==> src/rtl/inst_encoder_if.sv <==
// rtl/inst_encoder_if.sv - field-set handshake and instruction-memory write port of inst_encoder
//
// master: field source (drives in_*, observes in_ready and the write port)
// slave : encoder (accepts in_*, drives in_ready, mem_we, mem_addr, mem_wdata)
interface inst_encoder_if #(
    parameter int ADDR_W = 8
);
    logic              in_valid;
    logic              in_ready;
    logic [1:0]        in_fmt;
    logic [4:0]        in_opcode;
    logic [2:0]        in_rd;
    logic [2:0]        in_rs;
    logic [7:0]        in_imm;
    logic              in_last;
    logic              mem_we;
    logic [ADDR_W-1:0] mem_addr;
    logic [15:0]       mem_wdata;

    modport master (
        output in_valid, in_fmt, in_opcode, in_rd, in_rs, in_imm, in_last,
        input  in_ready, mem_we, mem_addr, mem_wdata
    );

    modport slave (
        input  in_valid, in_fmt, in_opcode, in_rd, in_rs, in_imm, in_last,
        output in_ready, mem_we, mem_addr, mem_wdata
    );
endinterface

==> src/rtl/inst_encoder.sv <==
// rtl/inst_encoder.sv - packs instruction fields into 16-bit words and writes them to instruction memory
//
// Ports:
//   clk, rst_n          clock and synchronous active-low reset
//   start, base_addr    begin a program load at base_addr (ignored while loading)
//   bus                 inst_encoder_if.slave: field handshake in, memory write port out
//   busy, done          loading / one-cycle completion pulse
//   err, err_code       sticky error: 1=illegal fmt, 2=I5 imm too wide, 3=overflow
//   word_count          words written since start
//   checksum            XOR of written words when INST_ENC_CHECKSUM_EN is defined, else 0
module inst_encoder #(
    parameter int ADDR_W = 8
) (
    input  logic              clk,
    input  logic              rst_n,
    input  logic              start,
    input  logic [ADDR_W-1:0] base_addr,
    inst_encoder_if.slave     bus,
    output logic              busy,
    output logic              done,
    output logic              err,
    output logic [1:0]        err_code,
    output logic [ADDR_W:0]   word_count,
    output logic [15:0]       checksum
);
    typedef enum logic [1:0] {IDLE, RUN, DONE, ERR} state_t;

    // word_count value at which memory is full
    localparam logic [ADDR_W:0] FULL = {1'b1, {ADDR_W{1'b0}}};

    state_t            state;
    logic [ADDR_W-1:0] ptr;
    logic [15:0]       enc_word;
    logic [1:0]        fault;
    logic              hs;

    // in_ready is registered and is high exactly in RUN
    assign hs = bus.in_valid & bus.in_ready;

    always_comb begin
        enc_word = 16'h0000;
        case (bus.in_fmt)
            2'd0:    enc_word = {5'b0, bus.in_rs, bus.in_rd, bus.in_opcode};
            2'd1:    enc_word = {bus.in_imm[4:0], bus.in_rs, bus.in_rd, bus.in_opcode};
            2'd2:    enc_word = {bus.in_imm, bus.in_rd, bus.in_opcode};
            default: enc_word = 16'h0000;
        endcase

        fault = 2'd0;
        if (bus.in_fmt == 2'd3)
            fault = 2'd1;
        else if (bus.in_fmt == 2'd1 && bus.in_imm[7:5] != 3'b000)
            fault = 2'd2;
        else if (word_count == FULL)
            fault = 2'd3;
    end

    always_ff @(posedge clk) begin
        if (!rst_n) begin
            state         <= IDLE;
            ptr           <= '0;
            bus.in_ready  <= 1'b0;
            bus.mem_we    <= 1'b0;
            bus.mem_addr  <= '0;
            bus.mem_wdata <= 16'h0000;
            busy          <= 1'b0;
            done          <= 1'b0;
            err           <= 1'b0;
            err_code      <= 2'd0;
            word_count    <= '0;
        end else begin
            bus.mem_we <= 1'b0;
            done       <= 1'b0;
            case (state)
                RUN: begin
                    if (hs) begin
                        if (fault != 2'd0) begin
                            state        <= ERR;
                            err          <= 1'b1;
                            err_code     <= fault;
                            bus.in_ready <= 1'b0;
                            busy         <= 1'b0;
                        end else begin
                            bus.mem_we    <= 1'b1;
                            bus.mem_addr  <= ptr;
                            bus.mem_wdata <= enc_word;
                            ptr           <= ptr + ADDR_W'(1);
                            word_count    <= word_count + 1'b1;
                            if (bus.in_last) begin
                                state        <= DONE;
                                done         <= 1'b1;
                                bus.in_ready <= 1'b0;
                                busy         <= 1'b0;
                            end
                        end
                    end
                end
                default: begin
                    // IDLE, DONE and ERR all honour start
                    if (start) begin
                        state        <= RUN;
                        ptr          <= base_addr;
                        word_count   <= '0;
                        err          <= 1'b0;
                        err_code     <= 2'd0;
                        bus.in_ready <= 1'b1;
                        busy         <= 1'b1;
                    end else if (state == DONE) begin
                        state <= IDLE;
                    end
                end
            endcase
        end
    end

`ifdef INST_ENC_CHECKSUM_EN
    logic [15:0] chk_q;

    always_ff @(posedge clk) begin
        if (!rst_n)
            chk_q <= 16'h0000;
        else if (start && state != RUN)
            chk_q <= 16'h0000;
        else if (state == RUN && hs && fault == 2'd0)
            chk_q <= chk_q ^ enc_word;
    end

    assign checksum = chk_q;
`else
    assign checksum = 16'h0000;
`endif
endmodule

==> src/flat_wrapper.sv <==
// flat-port wrapper written by rule: the top's interface ports become plain ports
module inst_encoder_flat 
#(
    parameter int ADDR_W = 8
)
  (clk, rst_n, start, base_addr, busy, done, err, err_code, word_count, checksum, bus_in_valid, bus_in_fmt, bus_in_opcode, bus_in_rd, bus_in_rs, bus_in_imm, bus_in_last, bus_in_ready, bus_mem_we, bus_mem_addr, bus_mem_wdata);
  inst_encoder_if #(.ADDR_W(ADDR_W)) bus_i ();
  input  logic clk;
  input  logic rst_n;
  input  logic start;
  input  logic [ADDR_W-1:0] base_addr;
  output logic busy;
  output logic done;
  output logic err;
  output logic [1:0] err_code;
  output logic [ADDR_W:0] word_count;
  output logic [15:0] checksum;
  input wire logic [$bits(bus_i.in_valid)-1:0] bus_in_valid;
  input wire logic [$bits(bus_i.in_fmt)-1:0] bus_in_fmt;
  input wire logic [$bits(bus_i.in_opcode)-1:0] bus_in_opcode;
  input wire logic [$bits(bus_i.in_rd)-1:0] bus_in_rd;
  input wire logic [$bits(bus_i.in_rs)-1:0] bus_in_rs;
  input wire logic [$bits(bus_i.in_imm)-1:0] bus_in_imm;
  input wire logic [$bits(bus_i.in_last)-1:0] bus_in_last;
  output wire logic [$bits(bus_i.in_ready)-1:0] bus_in_ready;
  output wire logic [$bits(bus_i.mem_we)-1:0] bus_mem_we;
  output wire logic [$bits(bus_i.mem_addr)-1:0] bus_mem_addr;
  output wire logic [$bits(bus_i.mem_wdata)-1:0] bus_mem_wdata;
  assign bus_i.in_valid = bus_in_valid;
  assign bus_i.in_fmt = bus_in_fmt;
  assign bus_i.in_opcode = bus_in_opcode;
  assign bus_i.in_rd = bus_in_rd;
  assign bus_i.in_rs = bus_in_rs;
  assign bus_i.in_imm = bus_in_imm;
  assign bus_i.in_last = bus_in_last;
  assign bus_in_ready = bus_i.in_ready;
  assign bus_mem_we = bus_i.mem_we;
  assign bus_mem_addr = bus_i.mem_addr;
  assign bus_mem_wdata = bus_i.mem_wdata;
  inst_encoder #(.ADDR_W(ADDR_W)) u_core (.clk(clk), .rst_n(rst_n), .start(start), .base_addr(base_addr), .bus(bus_i), .busy(busy), .done(done), .err(err), .err_code(err_code), .word_count(word_count), .checksum(checksum));
endmodule
==> config.mk <==
export PLATFORM = sky130hd
export DESIGN_NAME = inst_encoder_flat
export DESIGN_NICKNAME = d
export VERILOG_FILES = /design/src/rtl/inst_encoder_if.sv /design/src/rtl/inst_encoder.sv /design/src/flat_wrapper.sv
export SDC_FILE = /design/constraint.sdc
export NUM_CORES = 1
export LEC_CHECK = 0
export CORE_MARGIN = 8
export CORE_UTILIZATION = 44
export CTS_CLUSTER_DIAMETER = 200
export CTS_CLUSTER_SIZE = 30
export DETAILED_ROUTE_END_ITERATION = 8
export PLACE_DENSITY = 0.85
export SYNTH_ARGS = -nofsm -noshare
export SYNTH_HDL_FRONTEND = slang
export SYNTH_SLANG_ARGS = --single-unit
==> constraint.sdc <==
create_clock -name clk -period 2.73 [get_ports clk]
set_input_delay 0.6825 -clock clk [delete_from_list [all_inputs] [get_ports clk]]
set_output_delay 0.6825 -clock clk [all_outputs]
set_load 0.02 [all_outputs]
**Yosys cells after proc, flatten, opt, wreduce, memory -nomap -nowiden**

Index checks and enable logic that the tools add are counted.

- Register bits after elaboration: 49
- Input bits: 34
- Output and inout port bits: 56
- Word-level logic and storage cells: 73

- Add/sub/neg operators: 2
- Eq/ne operators: 10
- Multiplexer cells: 33
- Bitwise operators: 5
- Reduce and logical (&&, ||, !) cells: 13

Operator list:

| operator | number |
|---|---|
| 16-bit case mux with 3 select lines | 1 |
| 9-bit two-way mux | 4 |
| 8-bit two-way mux | 4 |
| 2-bit two-way mux | 13 |
| 3-bit AND reduction | 6 |
| 1-bit two-way mux | 11 |
| 9-bit by 1-bit adder with 9-bit output, second input constant | 1 |
| 9-bit == test, second input constant | 1 |
| 8-bit by 1-bit adder with 8-bit output, second input constant | 1 |
| 2-bit == test, second input constant | 3 |
| 3-bit nonzero test | 2 |
| 2-bit by 1-bit == test with 1-bit output, second input constant | 2 |
| 2-bit by 1-bit != test with 1-bit output, second input constant | 2 |
| 1-bit NOT | 4 |
| 2-bit nonzero test | 2 |
| 4-bit OR reduction | 1 |
| 3-bit by 2-bit != test with 1-bit output, second input constant | 1 |
| 2-bit logical NOT | 1 |
| 2-bit != test, second input constant | 1 |
| 1-bit bitwise AND | 1 |
| 1-bit logical AND | 1 |

**Logic depth before layout (Yosys ltp)**

- Word-level depth: 8
- Depth in mapped cells: 9
- Depth with buffers taken out: 7

**Worst setup path before layout**

OpenSTA, ideal clock, no wires.

- Path kind: in2reg
- From: input port bus_in_imm[5]
- To: register u_core.word_count[6]
- Library setup time: 0.127 ns
- Arrival: 2.159 ns
- Required time: 2.603 ns
- Setup slack: 0.444 ns
- Cell stages on the path: 6
- Path buffers: 1
- Path through: or3_4 a22o_1 or2_1 buf_6 and4_1 or3_1

- Longest elaborated chain between the ends: 7

RTL lines:

| element | line | text |
|---|---|---|
| start: declaration | flat_wrapper.sv:23 | `input wire logic [$bits(bus_i.in_imm)-1:0] bus_in_imm;` |
| 3-bit nonzero test | inst_encoder.sv:52 | `else if (bus.in_fmt == 2'd1 && bus.in_imm[7:5] != 3'b000)` |
| 1-bit logical AND | inst_encoder.sv:52 |  |
| 2-bit two-way mux | inst_encoder.sv:52 |  |
| 2-bit two-way mux | inst_encoder.sv:50 | `if (bus.in_fmt == 2'd3)` |
| 2-bit nonzero test | inst_encoder.sv:77 | `if (fault != 2'd0) begin` |
| 2-bit != test (no source line) | -- |  |
| 3-bit AND reduction (no source line) | -- |  |
| end signal: assignment | inst_encoder.sv:88 | `word_count <= word_count + 1'b1;` |
| end: declaration | inst_encoder.sv:23 | `output logic [ADDR_W:0] word_count,` |

Every way passes these cells.
A chain may end at the register's enable or synchronous reset.

**Worst setup path after layout**

- From: input port bus_in_imm[5]
- To: register u_core.bus.mem_wdata[7]

- Longest elaborated chain between the ends: 7

RTL lines:

| element | line | text |
|---|---|---|
| 3-bit nonzero test | inst_encoder.sv:52 |  |
| 1-bit logical AND | inst_encoder.sv:52 |  |
| 2-bit two-way mux | inst_encoder.sv:52 |  |
| 2-bit two-way mux | inst_encoder.sv:50 |  |
| 2-bit nonzero test | inst_encoder.sv:77 |  |
| 1-bit NOT (no source line) | -- |  |
| 3-bit AND reduction (no source line) | -- |  |
| end signal: assignment | inst_encoder.sv:86 | `bus.mem_wdata <= enc_word;` |
| end: declaration | inst_encoder_if.sv:27 | `output in_ready, mem_we, mem_addr, mem_wdata` |

Every way passes these cells.

==> impl_metrics.py <==
metrics = {
    "critical_path": {
        "startpoint_type": "input port",
        "path_max_fanout": 7,
        "worstSetupPathType": "input port to flip-flop",
        "critical_path_required_ns": 2.96,
        "endpoint_kind": "flip-flop",
        "cp_data_arrival_time_ns": 2.67,
        "rrSetupSlack_ns": 0.41,
    },
    "placement": {
        "hpwl_um": 4930,
        "dp_cells": 443,
        "gp_congestion": 0.824,
        "pre_cts_slack_ns": -0.0130,
        "io_buffers": 73,
    },
    "power_and_ir_drop": {
        "switching_power_uw": 400,
        "power_frac_seq_pct": 49.8,
        "vdd_ir_drop_max_uv": 239,
        "leakagePower_nw": 1.21,
        "swShare_pct": 26.3,
        "comb_power_share_pct": 15.9,
        "powerDensity_mw_per_mm2": 461,
        "p_int_mw": 1.12,
        "clkPwrFrac_pct": 34.3,
    },
    "die": {
        "io_pins": 90,
        "row_count": 27,
        "core_mm2": 0.00537,
        "die_h_um": 89.6,
        "die_w_um": 89.6,
        "start_util_pct": 44.4,
        "dieArea_mm2": 0.00804,
    },
    "drt": {
        "num_vias": 2389,
        "post_drt_wl_per_cell_um": 14.7,
        "drtAntennaViolNets": 0,
        "drtIter0Drc": 143,
        "viasPerCell": 5.30,
        "drt_drc_violations_left": 0,
        "drtPass1Iterations": 4,
        "wl_um": 6620,
    },
    "clocking": {
        "clock-sinks": 49,
        "htree_levels": 2,
        "ctsRootBufferMaster": "clkbuf_8",
        "cts.clk_slew.worst_paths_ns": 0.09,
        "cts_tree": "yes",
        "clk_latency_ns": 0.31,
        "cts_setup_buffers": 0,
        "cts_resized": 0,
        "cts_buffers": 5,
        "cts_hold_buf": 0,
        "cts_buffer_depth": 2,
    },
    "sta": {
        "worst_slack_ns": 0.292,
        "fin_worst_skew_ns": 0.0102,
        "setup_violations": 0,
        "relSlewSlack_pct": 50.4,
        "worst_pin_slew_ns": 0.734,
        "fin_crit_ns": 2.44,
        "hold_viol": 0,
        "fmax_ghz": 0.410,
        "whs_ns": 0.455,
        "fin_crit_sh_pct": 89.3,
        "rsz0062_at_grt": "no",
        "maxSlewViolCount": 0,
    },
    "synth": {
        "syn_inst": 301,
        "ys_warn_count": 0,
        "synth_cell_types": 44,
        "synth_commonest_cells": "nand2_1 (51), dfxtp_1 (49), nor2_1 (27)",
        "syn_area_mm2": 0.00239,
        "async_flop_share_pct": 0,
        "synth_edf_count": 0,
        "ys_seq_elements": 49,
        "synth.area.top_cells": "dfxtp_1 (41%), nand2_1 (8.0%), buf_4 (5.3%)",
        "yosysMostFrequentCell": "nand2_1",
        "yosysSeqAreaShare_pct": 41.1,
        "syn_area_per_cell_um2": 7.93,
        "synth_top_area_share_pct": 41.1,
        "ys.flop_type": "dfxtp_1",
        "synth_top_area_cell": "dfxtp_1",
    },
    "cells_and_area": {
        "layout-drive-gt1-share_pct": 8.18,
        "final_cells": 451,
        "areaGrowthSynthToFinish_pct": 38.0,
        "diodes": 0,
        "nets": 415,
    },
    "worst_hold_path": {
        "min_path_type": "flip-flop to flip-flop",
    },
    "global_routing": {
        "overflow": 0,
        "grt_use_total_pct": 16.4,
        "grt_pass1_vias": 2220,
        "grt_pass1_wl_um": 10300,
        "antenna_found_initial": 0,
        "grt_max_degree": 36,
    },
    "flow_run": {
        "cap_violations": 0,
    },
    "run_status": {
        "status": "finished, final reports clean",
    },
}
==> final cells by class <==
cell class	count	area [um2]
clock buffers	6	72.6
multi-input cells	226	1220
clock inverters	2	38.8
inverters	5	18.8
fillers	473	2080
repair buffers	91	866
flip-flops and latches	49	981
well taps	72	90.1
==> layer usage <==
layer	wire [um]	GRT usage, %
met4	129	6.50
met3	505	4.19
met5	0	0
met1	2840	19.4
met2	3150	27.5
==> cells in the final DEF, fill, tap and decap left out, drive strengths merged, types with 2 or more instances in the layout <==
cell / synthesis / routed
a221oi: 8 / 8
nor4: 4 / 4
o31ai: 2 / 2
clkbuf: 12 / 6
a31oi: 2 / 2
nor2b: 4 / 4
o21a: 2 / 2
nand2: 51 / 51
a211oi: 3 / 3
nor2: 27 / 27
o21ai: 10 / 10
a22oi: 3 / 3
clkdlybuf4s50: 0 / 73
nand2b: 2 / 2
conb: 1 / 16
inv: 4 / 4
and2: 2 / 2
a21oi: 25 / 25
nand4: 4 / 4
dfxtp: 49 / 49
or3: 4 / 4
o2111ai: 4 / 4
nor4b: 2 / 2
clkinv: 1 / 2
ha: 3 / 3
and4: 2 / 2
a31o: 2 / 2
nor3: 8 / 8
o41ai: 2 / 2
nand3: 23 / 23
buf: 24 / 18
==> final timing paths <==
kind                            cells after the start                 endpoint                    start
worst max register to register                      9            u_core.ptr[2]     u_core.word_count[0]
worst min-delay path                                2  u_core.bus.mem_wdata[1]  u_core.bus.mem_wdata[1]
worst min register to register                      2  u_core.bus.mem_wdata[1]  u_core.bus.mem_wdata[1]
worst max-delay path                                8  u_core.bus.mem_wdata[7]            bus_in_imm[5]
==> cells by family (layout without fill, tap and decap cells) <==
logic type      after synthesis  in the layout  share of synthesized area (%)
simple gates                134            134                           26.0
xor+xnor                      1              1                          0.367
flops                        49             49                           41.1
compound gates               72             72                           20.8
buf+inv                      41            104                           10.0
fa+ha+maj                     3              3                           1.57
other cells                   1             16                          0.157
==> worst max-delay path: stages <==
cell,delay [ns]
clkdlybuf4s50_1,0.42
or3_4,0.40
a22o_1,0.25
buf_4,0.15
nor2_2,0.30
buf_4,0.22
nand3_1,0.09
a21oi_1,0.15
==> state kept, by name, indices dropped and copies added, names as in the netlist <==
register and flops:
u_core.bus.mem_wdata 16, u_core.err 1, u_core.bus.mem_addr 8, u_core.word_count 9, u_core.err_code 2, u_core.bus.mem_we 1
u_core.busy 1, u_core.state 2, u_core.ptr 8, u_core.done 1
==> power groups by stage <==
stage	Combinational [mW]	Clock (mW)	Sequential, mW
3_3_place_gp	0.234	0	0.771
4_1_cts	0.239	0.529	0.755
5_1_grt	0.261	0.547	0.759
6_report	0.241	0.521	0.755
2_1_floorplan	0.141	0	0.776
3_5_place_dp	0.238	0	0.771
==> metrics by stage <==
step / util [%] / setup TNS [ns] / instance area, um2 / total power [mW]
floorplan: - / 0 / 2440 / 0.917
global placement: 59.2 / 0 / 3180 / 1.00
detailed placement: 59.2 / -0.0364 / 3180 / 1.01
CTS: 61.3 / 0 / 3290 / 1.52
global route: 61.3 / 0 / 3290 / 1.57
finish: 61.3 / 0 / 3290 / 1.52
Power figures use the tool's default switching activity.
